File: src/rtl/jpeg_pkg.sv
// rtl/jpeg_pkg.sv - shared types and sizing for the frame send scheduler
// Purpose: scheduler state encoding and byte FIFO sizing.
// Ports: none (package).
package jpeg_pkg;

  localparam int SCHED_FIFO_DEPTH = 2;
  localparam int SCHED_FIFO_CW    = $clog2(SCHED_FIFO_DEPTH + 1);

  typedef enum logic [2:0] {
    S_IDLE,
    S_START,
    S_HEADER,
    S_DATA,
    S_FLUSH,
    S_DONE
  } sched_state_t;

endpackage

File: src/rtl/send_sched_if.sv
// rtl/send_sched_if.sv - send controller, encoder and downstream byte channel bundle
// Purpose: groups the send-controller handshake, encoder control and the
//          downstream valid/ready byte port.
// Modports: master = scheduler side (drives o_*), slave = environment side (drives i_*).
interface send_sched_if;

  logic       o_send_start;
  logic       o_send_wait;
  logic       i_send_ready;
  logic [7:0] i_send_data;
  logic       i_send_valid;
  logic       i_send_end;
  logic       o_send_data_end;
  logic       o_enc_enable;
  logic       i_enc_done;
  logic [7:0] o_tx_data;
  logic       o_tx_valid;
  logic       i_tx_ready;

  modport master (
    output o_send_start, o_send_wait, o_send_data_end, o_enc_enable,
    output o_tx_data, o_tx_valid,
    input  i_send_ready, i_send_data, i_send_valid, i_send_end,
    input  i_enc_done, i_tx_ready
  );

  modport slave (
    input  o_send_start, o_send_wait, o_send_data_end, o_enc_enable,
    input  o_tx_data, o_tx_valid,
    output i_send_ready, i_send_data, i_send_valid, i_send_end,
    output i_enc_done, i_tx_ready
  );

endinterface

File: src/rtl/byte_fifo2.sv
// rtl/byte_fifo2.sv - two-entry byte FIFO between send controller and downstream port
// Purpose: buffers captured bytes; no bypass, so a push into an empty FIFO
//          is only visible on the following cycle.
// Ports: clk, rst (async, active-high), push/pop/flush controls, din in,
//        dout (head, 0 when empty), count (occupancy).
module byte_fifo2
  import jpeg_pkg::*;
(
  input  logic                     clk,
  input  logic                     rst,
  input  logic                     push,
  input  logic                     pop,
  input  logic                     flush,
  input  logic [7:0]               din,
  output logic [7:0]               dout,
  output logic [SCHED_FIFO_CW-1:0] count
);

  localparam int AW = $clog2(SCHED_FIFO_DEPTH);

  logic [7:0]    mem [SCHED_FIFO_DEPTH];
  logic [AW-1:0] wr_ptr;
  logic [AW-1:0] rd_ptr;
  logic          do_push;
  logic          do_pop;

  assign do_push = push && (count != SCHED_FIFO_CW'(SCHED_FIFO_DEPTH));
  assign do_pop  = pop && (count != '0);
  // Head reads as zero when empty so the output never shows stale storage.
  assign dout    = (count != '0) ? mem[rd_ptr] : 8'h00;

  always_ff @(posedge clk or posedge rst) begin
    if (rst) begin
      wr_ptr <= '0;
      rd_ptr <= '0;
      count  <= '0;
    end else if (flush) begin
      wr_ptr <= '0;
      rd_ptr <= '0;
      count  <= '0;
    end else begin
      if (do_push) wr_ptr <= wr_ptr + AW'(1);
      if (do_pop)  rd_ptr <= rd_ptr + AW'(1);
      count <= count + SCHED_FIFO_CW'(do_push) - SCHED_FIFO_CW'(do_pop);
    end
  end

  always_ff @(posedge clk) begin
    if (do_push && !flush) mem[wr_ptr] <= din;
  end

endmodule

File: src/rtl/send_sched.sv
// rtl/send_sched.sv - frame send scheduler: sequences header, entropy data and flush
// Purpose: accepts a host frame request, starts the send controller, enables
//          the encoder, buffers the send controller byte stream into a
//          2-entry FIFO feeding a valid/ready port, and aborts on idle timeout.
// Ports: clk, rst (async, active-high); bus (send controller, encoder and
//        downstream channel); i_frame_req/o_frame_ack host handshake; o_busy;
//        o_byte_count, o_frame_count, o_err_timeout status.
module send_sched
  import jpeg_pkg::*;
#(
  parameter int TIMEOUT_CYC = 4095,
  parameter int CNT_W       = 32
) (
  input  logic             clk,
  input  logic             rst,
  send_sched_if.master     bus,
  input  logic             i_frame_req,
  output logic             o_frame_ack,
  output logic             o_busy,
  output logic [CNT_W-1:0] o_byte_count,
  output logic [15:0]      o_frame_count,
  output logic             o_err_timeout
);

  localparam int TW = $clog2(TIMEOUT_CYC + 1);

  sched_state_t             state;
  logic [TW-1:0]            idle_cyc;
  logic [SCHED_FIFO_CW-1:0] fifo_cnt;
  logic                     end_seen;
  logic                     data_end_q;
  logic                     push;
  logic                     pop;
  logic                     capture_st;
  logic                     timed_st;
  logic                     leave_st;
  logic                     timeout_hit;

  assign capture_st = (state == S_HEADER) || (state == S_DATA) || (state == S_FLUSH);
  assign timed_st   = (state == S_HEADER) || (state == S_FLUSH);

  // Stall is a pure occupancy decode, so a pop in the same cycle cannot release it.
  assign bus.o_send_wait = (fifo_cnt == SCHED_FIFO_CW'(SCHED_FIFO_DEPTH));
  assign push            = capture_st && bus.i_send_valid && !bus.o_send_wait;
  assign bus.o_tx_valid  = (fifo_cnt != '0);
  assign pop             = bus.o_tx_valid && bus.i_tx_ready;

  // A legitimate state exit takes priority over an abort in the same cycle.
  assign leave_st    = ((state == S_HEADER) && bus.i_send_ready) ||
                       ((state == S_FLUSH) && end_seen && (fifo_cnt == '0));
  assign timeout_hit = timed_st && !push && !leave_st &&
                       (idle_cyc == TW'(TIMEOUT_CYC - 1));

  assign o_busy              = (state != S_IDLE);
  assign o_frame_ack         = (state == S_START);
  assign bus.o_send_start    = (state == S_START);
  assign bus.o_enc_enable    = (state == S_DATA) || (state == S_FLUSH);
  assign bus.o_send_data_end = data_end_q;

  byte_fifo2 u_fifo (
    .clk   (clk),
    .rst   (rst),
    .push  (push),
    .pop   (pop),
    .flush (timeout_hit),
    .din   (bus.i_send_data),
    .dout  (bus.o_tx_data),
    .count (fifo_cnt)
  );

  always_ff @(posedge clk or posedge rst) begin
    if (rst) begin
      state         <= S_IDLE;
      idle_cyc      <= '0;
      end_seen      <= 1'b0;
      data_end_q    <= 1'b0;
      o_byte_count  <= '0;
      o_frame_count <= '0;
      o_err_timeout <= 1'b0;
    end else begin
      idle_cyc <= (timed_st && !push) ? idle_cyc + TW'(1) : '0;
      if (pop) o_byte_count <= o_byte_count + CNT_W'(1);
      // Data-end stays up until the send controller has seen it unstalled once.
      if (data_end_q && !bus.o_send_wait) data_end_q <= 1'b0;
      if (push && bus.i_send_end && ((state == S_DATA) || (state == S_FLUSH)))
        end_seen <= 1'b1;

      case (state)
        S_IDLE: begin
          if (i_frame_req) begin
            state         <= S_START;
            o_byte_count  <= '0;
            o_err_timeout <= 1'b0;
            end_seen      <= 1'b0;
          end
        end
        S_START: state <= S_HEADER;
        S_HEADER: begin
          if (bus.i_send_ready) begin
            state    <= S_DATA;
            idle_cyc <= '0;
          end else if (timeout_hit) begin
            state         <= S_IDLE;
            o_err_timeout <= 1'b1;
            idle_cyc      <= '0;
          end
        end
        S_DATA: begin
          if (bus.i_enc_done) begin
            state      <= S_FLUSH;
            data_end_q <= 1'b1;
          end
        end
        S_FLUSH: begin
          if (leave_st) begin
            state    <= S_DONE;
            idle_cyc <= '0;
          end else if (timeout_hit) begin
            state         <= S_IDLE;
            o_err_timeout <= 1'b1;
            idle_cyc      <= '0;
            data_end_q    <= 1'b0;
            end_seen      <= 1'b0;
          end
        end
        S_DONE: begin
          o_frame_count <= o_frame_count + 16'd1;
          state         <= S_IDLE;
        end
        default: state <= S_IDLE;
      endcase
    end
  end

endmodule

File: src/flat_wrapper.sv
// flat-port wrapper written by rule: the top's interface ports become plain ports
module send_sched_flat import jpeg_pkg::*;
#(
  parameter int TIMEOUT_CYC = 4095,
  parameter int CNT_W       = 32
)
  (clk, rst, i_frame_req, o_frame_ack, o_busy, o_byte_count, o_frame_count, o_err_timeout, bus_o_send_start, bus_o_send_wait, bus_o_send_data_end, bus_o_enc_enable, bus_o_tx_data, bus_o_tx_valid, bus_i_send_ready, bus_i_send_data, bus_i_send_valid, bus_i_send_end, bus_i_enc_done, bus_i_tx_ready);
  send_sched_if bus_i ();
  input  logic clk;
  input  logic rst;
  input  logic i_frame_req;
  output logic o_frame_ack;
  output logic o_busy;
  output logic [CNT_W-1:0] o_byte_count;
  output logic [15:0] o_frame_count;
  output logic o_err_timeout;
  output wire logic [$bits(bus_i.o_send_start)-1:0] bus_o_send_start;
  output wire logic [$bits(bus_i.o_send_wait)-1:0] bus_o_send_wait;
  output wire logic [$bits(bus_i.o_send_data_end)-1:0] bus_o_send_data_end;
  output wire logic [$bits(bus_i.o_enc_enable)-1:0] bus_o_enc_enable;
  output wire logic [$bits(bus_i.o_tx_data)-1:0] bus_o_tx_data;
  output wire logic [$bits(bus_i.o_tx_valid)-1:0] bus_o_tx_valid;
  input wire logic [$bits(bus_i.i_send_ready)-1:0] bus_i_send_ready;
  input wire logic [$bits(bus_i.i_send_data)-1:0] bus_i_send_data;
  input wire logic [$bits(bus_i.i_send_valid)-1:0] bus_i_send_valid;
  input wire logic [$bits(bus_i.i_send_end)-1:0] bus_i_send_end;
  input wire logic [$bits(bus_i.i_enc_done)-1:0] bus_i_enc_done;
  input wire logic [$bits(bus_i.i_tx_ready)-1:0] bus_i_tx_ready;
  assign bus_o_send_start = bus_i.o_send_start;
  assign bus_o_send_wait = bus_i.o_send_wait;
  assign bus_o_send_data_end = bus_i.o_send_data_end;
  assign bus_o_enc_enable = bus_i.o_enc_enable;
  assign bus_o_tx_data = bus_i.o_tx_data;
  assign bus_o_tx_valid = bus_i.o_tx_valid;
  assign bus_i.i_send_ready = bus_i_send_ready;
  assign bus_i.i_send_data = bus_i_send_data;
  assign bus_i.i_send_valid = bus_i_send_valid;
  assign bus_i.i_send_end = bus_i_send_end;
  assign bus_i.i_enc_done = bus_i_enc_done;
  assign bus_i.i_tx_ready = bus_i_tx_ready;
  send_sched #(.TIMEOUT_CYC(TIMEOUT_CYC), .CNT_W(CNT_W)) u_core (.clk(clk), .rst(rst), .bus(bus_i), .i_frame_req(i_frame_req), .o_frame_ack(o_frame_ack), .o_busy(o_busy), .o_byte_count(o_byte_count), .o_frame_count(o_frame_count), .o_err_timeout(o_err_timeout));
endmodule
File: config.mk
export PLATFORM = sky130hd
export DESIGN_NAME = send_sched_flat
export DESIGN_NICKNAME = d
export VERILOG_FILES = /design/src/rtl/jpeg_pkg.sv /design/src/rtl/send_sched_if.sv /design/src/rtl/byte_fifo2.sv /design/src/rtl/send_sched.sv /design/src/flat_wrapper.sv
export SDC_FILE = /design/constraint.sdc
export NUM_CORES = 1
export LEC_CHECK = 0
export ABC_AREA = 1
export CAP_MARGIN = 15
export CORE_MARGIN = 4
export CORE_UTILIZATION = 39
export CTS_BUF_LIST = sky130_fd_sc_hd__clkbuf_4 sky130_fd_sc_hd__clkbuf_8
export CTS_CLUSTER_DIAMETER = 30
export DETAILED_ROUTE_END_ITERATION = 7
export PLACE_DENSITY = 0.58
export SYNTH_ARGS = -nofsm -noshare
export SYNTH_HDL_FRONTEND = slang
export SYNTH_HIERARCHICAL = 1
export SYNTH_SLANG_ARGS = --single-unit
File: constraint.sdc
create_clock -name clk -period 2.6 [get_ports clk]
set_input_delay 0.26 -clock clk [delete_from_list [all_inputs] [get_ports clk]]
set_output_delay 0.26 -clock clk [all_outputs]
set_load 0.02 [all_outputs]
Word-level counts from Yosys, hierarchy flattened
Memory sizes are Yosys's and may differ from the RTL's.
Index checks and enable logic that the tools add are counted.
{"block": "word_totals", "ramBits": 16, "regBits": 70, "memories": 1, "rom_bits": 0, "latchBits": 0, "out_inout_bits": 64}
{"block": "op_classes", "reduce_logical": 33, "magnitude_cmp": 0, "bitwise": 0, "n_eq_ne": 12, "div": 0, "n_mul": 0, "add_sub_neg": 7, "n_shift": 0, "mux": 37}
{"memory": "u_core.u_fifo.mem", "words": 2, "word_bits": 8, "read_ports": 1, "rd_ports_with_merged_regs": 0, "wr": 1, "line": "byte_fifo2.sv:21", "rtl": "logic [7:0] mem [SCHED_FIFO_DEPTH];"}
{"cell": "32-bit 2-to-1 mux", "count": 3}
{"cell": "12-bit 2-to-1 mux", "count": 4}
{"cell": "32-bit by 1-bit adder with 32-bit output (second input constant)", "count": 1}
{"cell": "12-bit case mux with 2 select lines", "count": 1}
{"cell": "1-bit 2-to-1 mux", "count": 18}
{"cell": "16-bit by 1-bit adder with 16-bit output (second input constant)", "count": 1}
{"cell": "1-bit logical AND", "count": 15}
{"cell": "3-bit 2-to-1 mux", "count": 5}
{"cell": "3-bit case mux with 5 select lines", "count": 1}
{"cell": "12-bit by 1-bit adder with 12-bit output (second input constant)", "count": 1}
{"cell": "12-bit equality test (second input constant)", "count": 1}
{"cell": "2-bit inequality test (second input constant)", "count": 5}
{"cell": "8-bit 2-to-1 mux", "count": 1}
{"cell": "3-bit by 2-bit equality test with 1-bit output (second input constant)", "count": 2}
{"cell": "3-bit equality test (second input constant)", "count": 2}
{"cell": "2-bit nonzero test", "count": 3}
{"cell": "3-bit nonzero test", "count": 2}
{"cell": "1-bit logical OR", "count": 5}
{"cell": "1-bit logical NOT", "count": 4}
{"cell": "1-bit case mux with 2 select lines", "count": 2}
{"cell": "4-bit AND reduction", "count": 1}
{"cell": "3-bit by 1-bit equality test with 1-bit output (second input constant)", "count": 1}
{"cell": "3-bit logical NOT", "count": 1}
{"cell": "1-bit case mux with 3 select lines", "count": 1}
{"cell": "other kinds (7)", "count": 8}

Longest topological paths before layout
Gate-level depths: netlist (run 1).
{"block": "logic_depth", "depth_word": 13, "ltp_mapped": 12, "depth_no_buf": 12}

Modules after synthesis
The synthesis (run 1) kept the hierarchy.
{"mod": "send_sched", "n_inst": 1, "cells_each": 557, "area_each_um2": 3945.0}
{"mod": "byte_fifo2", "n_inst": 1, "cells_each": 78, "area_each_um2": 864.6}

Worst setup path before layout (run 1)
No wires, ideal clock.
{"block": "synth_path", "kind": "reg-to-reg", "from": "register u_core.state[0]", "to": "memory u_core.u_fifo.mem[1][0], enable pin", "t_required_ps": 2230, "stages_incl_launch_ff": 8, "synth_period_minus_slack_ps": 1918, "slack_ps": 682, "n_path_buf": 0, "t_arrival_ps": 1548, "cell_sequence": "dfrtp_1 > nor2_1 > nand2_2 > nand2_2 > o21bai_4 > nand4_2 > inv_2 > nor3_2"}
{"block": "synth_via", "elab_chain_cells": 13}
{"item": "start: declaration", "line": "send_sched.sv:27", "rtl": "sched_state_t state;"}
{"item": "start signal: assignment", "line": "send_sched.sv:73", "rtl": "state <= S_IDLE;"}
{"item": "start signal: assignment", "line": "send_sched.sv:91", "rtl": "state <= S_START;"}
{"item": "start signal: assignment", "line": "send_sched.sv:97", "rtl": "S_START: state <= S_HEADER;"}
{"item": "3-bit by 2-bit equality test with 1-bit output (on tied branches)", "line": "send_sched.sv:39, send_sched.sv:40, send_sched.sv:49"}
{"item": "1-bit logical OR (2 in a row)", "line": "send_sched.sv:39", "rtl": "assign capture_st = (state == S_HEADER) || (state == S_DATA) || (state == S_FLUSH);"}
{"item": "1-bit logical AND (2 in a row)", "line": "send_sched.sv:44", "rtl": "assign push = capture_st && bus.i_send_valid && !bus.o_send_wait;"}
{"item": "1-bit logical NOT", "line": "send_sched.sv:51", "rtl": "assign timeout_hit = timed_st && !push && !leave_st &&"}
{"item": "1-bit logical AND", "line": "send_sched.sv:51"}
{"item": "1-bit logical AND (*) (2 in a row)", "line": "send_sched.sv:51"}
{"item": "net u_core.timeout_hit", "line": "send_sched.sv:37", "rtl": "logic timeout_hit;"}
{"item": "1-bit logical NOT (*)", "line": "byte_fifo2.sv:49", "rtl": "if (do_push && !flush) mem[wr_ptr] <= din;"}
{"item": "1-bit logical AND (*)", "line": "byte_fifo2.sv:49"}
{"item": "1-bit 2-to-1 mux (*)", "line": "byte_fifo2.sv:49"}
{"item": "1-bit 2-to-1 mux (implied by the code) (*)", "line": "byte_fifo2.sv:49"}
{"item": "end: declaration", "line": "byte_fifo2.sv:21"}
Mark *: on every way through the listed nets, which the timed path passes. The rest lies on a longest branch.

Worst setup path in the final report (run 1)
{"block": "layout_path", "from": "register u_core.u_fifo.rd_ptr", "to": "output bus_o_tx_data[0]"}
{"block": "layout_via", "elab_chain_cells": 2}
{"item": "start: declaration", "line": "byte_fifo2.sv:23", "rtl": "logic [AW-1:0] rd_ptr;"}
{"item": "start signal: assignment", "line": "byte_fifo2.sv:43", "rtl": "if (do_pop) rd_ptr <= rd_ptr + AW'(1);"}
{"item": "memory read 2 x 8 bit"}
{"item": "8-bit 2-to-1 mux", "line": "byte_fifo2.sv:30", "rtl": "assign dout = (count != '0) ? mem[rd_ptr] : 8'h00;"}
{"item": "end: declaration", "line": "flat_wrapper.sv:21", "rtl": "output wire logic [$bits(bus_i.o_tx_data)-1:0] bus_o_tx_data;"}
No other way between the ends.

==> results.rst, run 1 <==
.. list-table::
   :header-rows: 1

   * - Metric
     - Value
   * - Run status
     - finished clean
   * - Buffers & Inverters on Critical Path
     - 2
   * - RR Startpoint
     - u_core/state[0]
   * - Wire per inst
     - 13.4 um
   * - Hold Path Class
     - primary input to asynchronous set/reset pin
   * - IO Count
     - 80
   * - Die Ht
     - around 120 um
   * - Drt via density
     - just under 5
   * - Xor and xnor area share after synthesis
     - 0.0583
   * - CTS H-Tree Depth
     - 3
   * - Count of final hold-check violations
     - 0
   * - Most frequent standard cell in the layout excluding fill and tap cells
     - nand2_1
   * - Number of antenna cells inserted
     - 0
   * - Setup slack of the worst register-to-register path
     - between 500 and 600 ps
   * - Post-Syn Area
     - between 0.004 and 0.005 mm^2
   * - Total Power
     - between 5 and 6 mW
   * - Via count of the first global-routing pass
     - between 4000 and 5000
   * - Setup Viol. Count Final
     - 0
   * - Slew Limit Headroom
     - 0.617
   * - Aggregate routed wire length
     - about 12000 um
   * - Power per Cell Area
     - 903 mW/mm^2
   * - Transition time of the tightest slew-check pin
     - 571 ps
   * - Leading cell types in the layout, fill and taps excluded
     - nand2_1, nor2_1, clkdlybuf4s50_1
   * - Levels on crit path
     - 4
   * - Crit-path slowest cell
     - clkdlybuf4s50_1
   * - Wire length of the first global-routing pass
     - roughly 21000 um
   * - Sequential-to-total area share from yosys stat
     - 0.464
   * - Clock Tree Root
     - clkbuf_8
   * - Share of final-layout standard cells stronger than drive strength 1
     - 0.0690
   * - Congestion Overflow GR
     - 0
   * - Std-Cell Core Area
     - ~0.012 mm^2
   * - Highest attainable clock frequency
     - ~440 MHz
   * - Total number of clock tree sinks
     - 86
   * - Placer congestion estimate
     - about 0.85
   * - Number of antenna violations at the first check in global routing
     - 0
   * - Cells after Synth
     - 635
   * - Final setup TNS
     - 0 ps
   * - Largest family of logic cells by synthesized area
     - simple AND/OR/NAND/NOR gates
   * - R2R depth
     - 7
   * - Area growth from synthesis to layout
     - 24.3%
   * - CTS buffer count
     - 9
   * - Synthesized-area fraction occupied by adder cells
     - 0.0156
   * - Starting density of the core
     - 0.399
   * - Post-CTS sizing
     - 0
   * - Routed vias
     - about 4300
   * - Worst Hold Margin
     - 148 ps
   * - Critical path class
     - flip-flop to output port
   * - Worst endpoint required time
     - 2340 ps
   * - Number of fill cells
     - 1200
   * - Remaining DRCs
     - 0
   * - Final core utilization
     - 0.496
   * - Terminus of the critical flop-to-flop path
     - u_core/u_fifo/mem[1][5]
   * - Fraction of synthesized area in multiplexers
     - 0.00234
   * - Antenna violation net count after detailed routing
     - 0
   * - Average size of a mapped cell
     - 7.57 um^2
   * - Area of placed instances
     - 0.00581 mm^2
   * - Total Nets Final
     - 742
   * - Post-CTS setup buffer count
     - 0
   * - Count of state elements after synthesis
     - 86
   * - CP Launch Type
     - flip-flop
   * - Synth Area in Simple Gates
     - 0.342
   * - Launching element of the worst setup path
     - u_core/u_fifo/rd_ptr
   * - Final design instance area without fill
     - 0.00598 mm^2
   * - Mapped Nets
     - roughly 660
   * - Die Footprint
     - roughly 0.014 mm^2
   * - Clock Path Buffers
     - 2
   * - First drt pass iteration count
     - 5
   * - Clock-pin slew on the worst setup and hold paths
     - ~90 ps
   * - Count of distinct cell types in the synthesized netlist
     - 35
   * - Reported leakage power
     - about 2.8 nW
   * - Total GRT Usage
     - 0.177
   * - CTS tree
     - yes
   * - Max Cap Viol
     - 0
   * - Peak ir drop on the vdd network
     - 0.565 mV
   * - Post-CTS Hold Fix Bufs
     - 0
   * - Slowest Stage Delay on Critical Path
     - roughly 630 ps
   * - CP arrival
     - around 2000 ps
   * - Minimum clock period after layout
     - 2270 ps
   * - Ordered cell list for the critical path
     - inv_1, nand2_1, a21oi_1, clkdlybuf4s50_1
   * - Dominant delay contributor by cell family on the critical path
     - buffers and inverters
   * - RSZ-0062 raised after global routing
     - false
   * - Final period utilization
     - 0.872
   * - Synthesized-area fraction occupied by ao, oa, aoi and oai cells
     - 0.0429
   * - Element type at the critical path end
     - output port
   * - Largest net degree at the start of global routing
     - 50
   * - Worst-path maximum fanout
     - 11
   * - Total number of placement rows
     - 40
   * - Source-to-sink clock delay at the later pin of the worst-skew pair
     - approximately 370 ps
   * - Warnings from Yosys
     - 6
   * - Number of buffers inserted by port buffering
     - slightly below 80
   * - Critical path destination
     - bus_o_tx_data[0]
   * - First-iteration detailed-routing DRC count
     - roughly 210
   * - X dimension of the die
     - between 100 and 150 um
   * - Total count of max-transition violations in the final report
     - 0
   * - DP HPWL
     - roughly 9000 um
   * - Clk_skew
     - 17.0 ps
-- synthesized netlist by cell type --
cell type  count  share of area
a21o_1         1         0.0016
a21oi_1       23          0.024
a21oi_2        1         0.0018
a31oi_1        2         0.0026
buf_1          1        0.00078
buf_2          5         0.0052
buf_4          2         0.0031
buf_6          1         0.0023
clkbuf_1       2         0.0016
dfrtp_1       70           0.36
edfxtp_1      16           0.10
ha_1           6          0.016
inv_1         73          0.057
inv_2          6         0.0047
mux2_2         1         0.0023
nand2_1      192           0.15
nand2_2        5         0.0065
nand3_1       28          0.029
nand3_2        1         0.0021
nand3b_1       2         0.0031
nand4_1       20          0.026
nand4_2        2         0.0052
nor2_1       111          0.087
nor2_2         4         0.0052
nor2_4         4         0.0094
nor3_1         8         0.0083
nor3_2         1         0.0021
nor3b_1        3         0.0047
nor4_1         2         0.0026
o2111ai_1      1         0.0018
o21ai_0        7         0.0073
o21bai_4       1         0.0039
or2_2          1         0.0013
xnor2_1       16          0.029
xor2_1        16          0.029
-- cells by family after synthesis --
group           Yosys count
simple gates            384
buf+inv                  90
flops                    86
compound gates           36
xor+xnor                 32
fa+ha+maj                 6
mux                       1
-- per-stage QoR --
stage / instances / worst slack (ps)
after floorplan: 635 / 682
after global placement: 877 / 552
after detailed placement: 877 / 504
after CTS: 893 / 307
after global routing: 893 / 208
final: 893 / 332
-- registers in the layout (all words and copies together), names as in the netlist, 2 cells and up --
register,count
u_core/u_fifo/count,2
u_core/o_frame_count,16
u_core/u_fifo/mem,16
u_core/o_byte_count,32
u_core/idle_cyc,12
u_core/state,3
-- per-layer routing --
layer / global-route usage / routed length [um]
met2: 0.292 / 5680
met5: 0 / 0
met1: 0.225 / 5490
met3: 0.0461 / 659
met4: 0.0630 / 139
-- final cells by class --
type | count | area [um^2] | area share
repair buffers | 85 | 848 | 0.142
inverters | 79 | 297 | 0.0496
flip-flops and latches | 86 | 2230 | 0.373
clock inverters | 4 | 22.5 | 0.00377
well taps | 168 | 210 | 0.0351
clock buffers | 12 | 153 | 0.0255
multi-input cells | 459 | 2220 | 0.371
-- worst min-delay path by stage --
stage                             startpoint                       end  slack, ps  depth (start not counted)
detailed placement  u_core/o_frame_count[15]  u_core/o_frame_count[15]        460                          1
global placement    u_core/o_frame_count[15]  u_core/o_frame_count[15]        460                          1
floorplan                                rst    u_core/u_fifo/count[0]         30                          1
CTS                                      rst      u_core/u_fifo/rd_ptr        150                          2
finish                                   rst      u_core/u_fifo/rd_ptr        150                          2
global route                             rst      u_core/u_fifo/rd_ptr        160                          2
-- power by group --
group          internal (mW)  switching (mW)  total [mW]
Clock                  0.390           0.486       0.876
Combinational          0.998            1.48        2.48
Sequential              1.67           0.377        2.04
No activity file was read; power rests on OpenSTA's default activity.
==> run 2: changes to the inputs <==
--- a/config.mk
+++ b/config.mk
@@ -8,11 +8,11 @@
 export ABC_AREA = 1
 export CAP_MARGIN = 15
 export CORE_MARGIN = 4
-export CORE_UTILIZATION = 39
+export CORE_UTILIZATION = 31
 export CTS_BUF_LIST = sky130_fd_sc_hd__clkbuf_4 sky130_fd_sc_hd__clkbuf_8
 export CTS_CLUSTER_DIAMETER = 30
 export DETAILED_ROUTE_END_ITERATION = 7
-export PLACE_DENSITY = 0.58
+export PLACE_DENSITY = 0.47
 export SYNTH_ARGS = -nofsm -noshare
 export SYNTH_HDL_FRONTEND = slang
 export SYNTH_HIERARCHICAL = 1
==> results.rst, run 2 (synthesis results as in run 1) <==
.. list-table::
   :header-rows: 1

   * - Metric
     - Value
   * - Run status
     - finished clean (unchanged)
   * - Count of final hold-check violations
     - 0 (unchanged)
   * - Clk_skew
     - 18.6 ps (was 17.0 ps)
   * - Placer congestion estimate
     - 0.806 (was 0.853)
   * - CP Launch Type
     - flip-flop (unchanged)
   * - Aggregate routed wire length
     - 12700 um (was 12000 um)
   * - Total Power
     - 5.42 mW (was 5.40 mW)
   * - Routed vias
     - 4242 (was 4313)
   * - Total number of clock tree sinks
     - 86 (unchanged)
   * - Most frequent standard cell in the layout excluding fill and tap cells
     - nand2_1 (unchanged)
   * - Total Nets Final
     - 742 (unchanged)
   * - Wire length of the first global-routing pass
     - 21000 um (was 20500 um)
   * - CP arrival
     - 2080 ps (was 2010 ps)
   * - CTS tree
     - yes (unchanged)
   * - Final setup TNS
     - 0 ps (unchanged)
   * - Busiest metal layer after global routing
     - met2 (unchanged)
   * - Post-CTS Hold Fix Bufs
     - 0 (unchanged)
   * - Area used by multi-input combinational logic
     - 0.00222 mm^2 (unchanged)
   * - Met1 global-route usage
     - 0.188 (was 0.225)
   * - Final period utilization
     - 0.900 (was 0.872)
   * - Die Footprint
     - 0.0176 mm^2 (was 0.0142 mm^2)
   * - Max Cap Viol
     - 0 (unchanged)
   * - Registers with the highest flip-flop counts
     - u_core/o_byte_count: 32 flops, u_core/o_frame_count: 16 flops, u_core/u_fifo/mem: 16 flops (unchanged)
   * - Highest attainable clock frequency
     - 427 MHz (was 441 MHz)
   * - Clock-pin slew on the worst setup and hold paths
     - 100 ps (was 90 ps)
   * - Total count of max-transition violations in the final report
     - 0 (unchanged)
   * - Antenna violation net count after detailed routing
     - 0 (unchanged)
   * - Top reg by flops
     - u_core/o_byte_count (unchanged)
   * - GRT met3 Usage
     - 0.0316 (was 0.0461)
   * - Worst endpoint required time
     - 2340 ps (about the same)
   * - Std-Cell Core Area
     - 0.0152 mm^2 (was 0.0121 mm^2)
   * - Number of antenna violations at the first check in global routing
     - 0 (unchanged)
   * - RSZ-0062 raised after global routing
     - false (unchanged)
   * - CTS buffer count
     - 9 (unchanged)
   * - DP HPWL
     - 9570 um (was 9000 um)
   * - X dimension of the die
     - 133 um (was 119 um)
   * - Largest net degree at the start of global routing
     - 41 (was 50)
   * - Met2 track demand over resource
     - 0.247 (was 0.292)
   * - Total number of placement rows
     - 45 (was 40)
   * - Starting density of the core
     - 0.316 (was 0.399)
   * - Via count of the first global-routing pass
     - 4314 (was 4387)
   * - Remaining DRCs
     - 0 (unchanged)
   * - Total GRT Usage
     - 0.148 (was 0.177)
   * - Setup Viol. Count Final
     - 0 (unchanged)
   * - Worst-path maximum fanout
     - 11 (unchanged)
   * - Wire per inst
     - 13.9 um (was 13.4 um)
   * - Congestion Overflow GR
     - 0 (unchanged)
   * - IO Count
     - 80 (unchanged)
   * - Clock Path Buffers
     - 2 (unchanged)
   * - Post-CTS sizing
     - 0 (unchanged)
   * - Leading cell types in the layout, fill and taps excluded
     - nand2_1, nor2_1, clkdlybuf4s50_1 (unchanged)
   * - Transition time of the tightest slew-check pin
     - 678 ps (was 571 ps)
   * - Storage cell area
     - 0.00223 mm^2 (unchanged)
   * - Slew Limit Headroom
     - 0.545 (was 0.617)
   * - Die Ht
     - 133 um (was 119 um)
   * - Number of fill cells
     - 1557 (was 1200)
   * - First-iteration detailed-routing DRC count
     - 190 (was 208)
   * - Minimum clock period after layout
     - 2340 ps (was 2270 ps)
   * - Share of final-layout standard cells stronger than drive strength 1
     - 0.0690 (unchanged)
   * - Hold Path Class
     - primary input to asynchronous set/reset pin (unchanged)
   * - Post-CTS setup buffer count
     - 0 (unchanged)
   * - Clock Tree Root
     - clkbuf_8 (unchanged)
   * - Power per Cell Area
     - 904 mW/mm^2 (was 903 mW/mm^2)
   * - CTS H-Tree Depth
     - 3 (unchanged)
   * - Number of buffers inserted by port buffering
     - 79 (unchanged)
   * - Flip-flop count of the largest register, all copies and words added
     - 32 (unchanged)
   * - Number of antenna cells inserted
     - 0 (unchanged)
   * - Peak ir drop on the vdd network
     - 0.507 mV (was 0.565 mV)
   * - Source-to-sink clock delay at the later pin of the worst-skew pair
     - 390 ps (was 370 ps)
   * - Element type at the critical path end
     - output port (unchanged)
   * - Drt via density
     - 4.65 (was 4.83)
   * - Reported leakage power
     - 2.76 nW (about the same)
   * - Critical path class
     - flip-flop to output port (unchanged)
   * - Area growth from synthesis to layout
     - 24.8% (was 24.3%)
   * - First drt pass iteration count
     - 4 (was 5)
## run 2: changes by cell type in the layout (fill, tap and decap cells not counted)
cell	previous run	this run
clkbuf_4	2	0
clkbuf_8	10	9
clkinv_4	0	1
inv_6	0	2
## run 2: path summary, 6_finish.rpt
| check | start | end | slack (ps) | cells after the start |
|---|---|---|---|---|
| max in group asynchronous | rst | u_core/o_byte_count[2] | 1680 | 3 |
| min in group clk | bus_i_send_data[6] | u_core/u_fifo/mem[1][6] | 470 | 1 |
| hold / removal | rst | u_core/u_fifo/rd_ptr | 100 | 2 |
| setup reg to reg | u_core/state[0] | u_core/u_fifo/mem[1][7] | 370 | 7 |
| setup / recovery | u_core/u_fifo/rd_ptr | bus_o_tx_data[3] | 260 | 4 |
| hold reg to reg | u_core/o_frame_count[15] | u_core/o_frame_count[15] | 470 | 1 |
## run 2: per-stage QoR
stage / hold slack (ps) / setup slack [ps] / instance area (um^2) / cells / util
final: 98.0 / 260 / 6000 / 913 / 0.395
after detailed placement: 465 / 345 / 5830 / 897 / 0.384
after global routing: 130 / 152 / 6000 / 913 / 0.395
after floorplan: 26.1 / 682 / 4810 / 635 / -
after global placement: 460 / 418 / 5830 / 897 / 0.384
after CTS: 80.6 / 200 / 6000 / 913 / 0.395
## run 2: layer usage
| metal | vias to the layer above | part of all wire |
|---|---|---|
| met4 | 0 | 0.016 |
| met3 | 13 | 0.051 |
| met5 | - | 0 |
| li1 | 2165 | - |
| met1 | 1971 | 0.46 |
| met2 | 93 | 0.47 |
## run 2: worst max-delay path, cell delays in order (launching register included)
cell,delay (ps)
dfrtp_1,530
inv_1,270
nand2_1,80
a21oi_1,180
clkdlybuf4s50_1,640
## run 2: area by class of cell
cell class / instances / share of cell area
flip-flops and latches: 86 / 0.372
multi-input cells: 459 / 0.370
repair buffers: 85 / 0.141
inverters: 79 / 0.0494
well taps: 188 / 0.0392
clock buffers: 9 / 0.0206
clock inverters: 7 / 0.00813
## run 2: power breakdown
part           total, mW  internal, mW  switching (mW)
Clock              0.886         0.350           0.535
Combinational       2.49         0.999            1.49
Sequential          2.05          1.66           0.383
Total               5.42          3.01            2.41
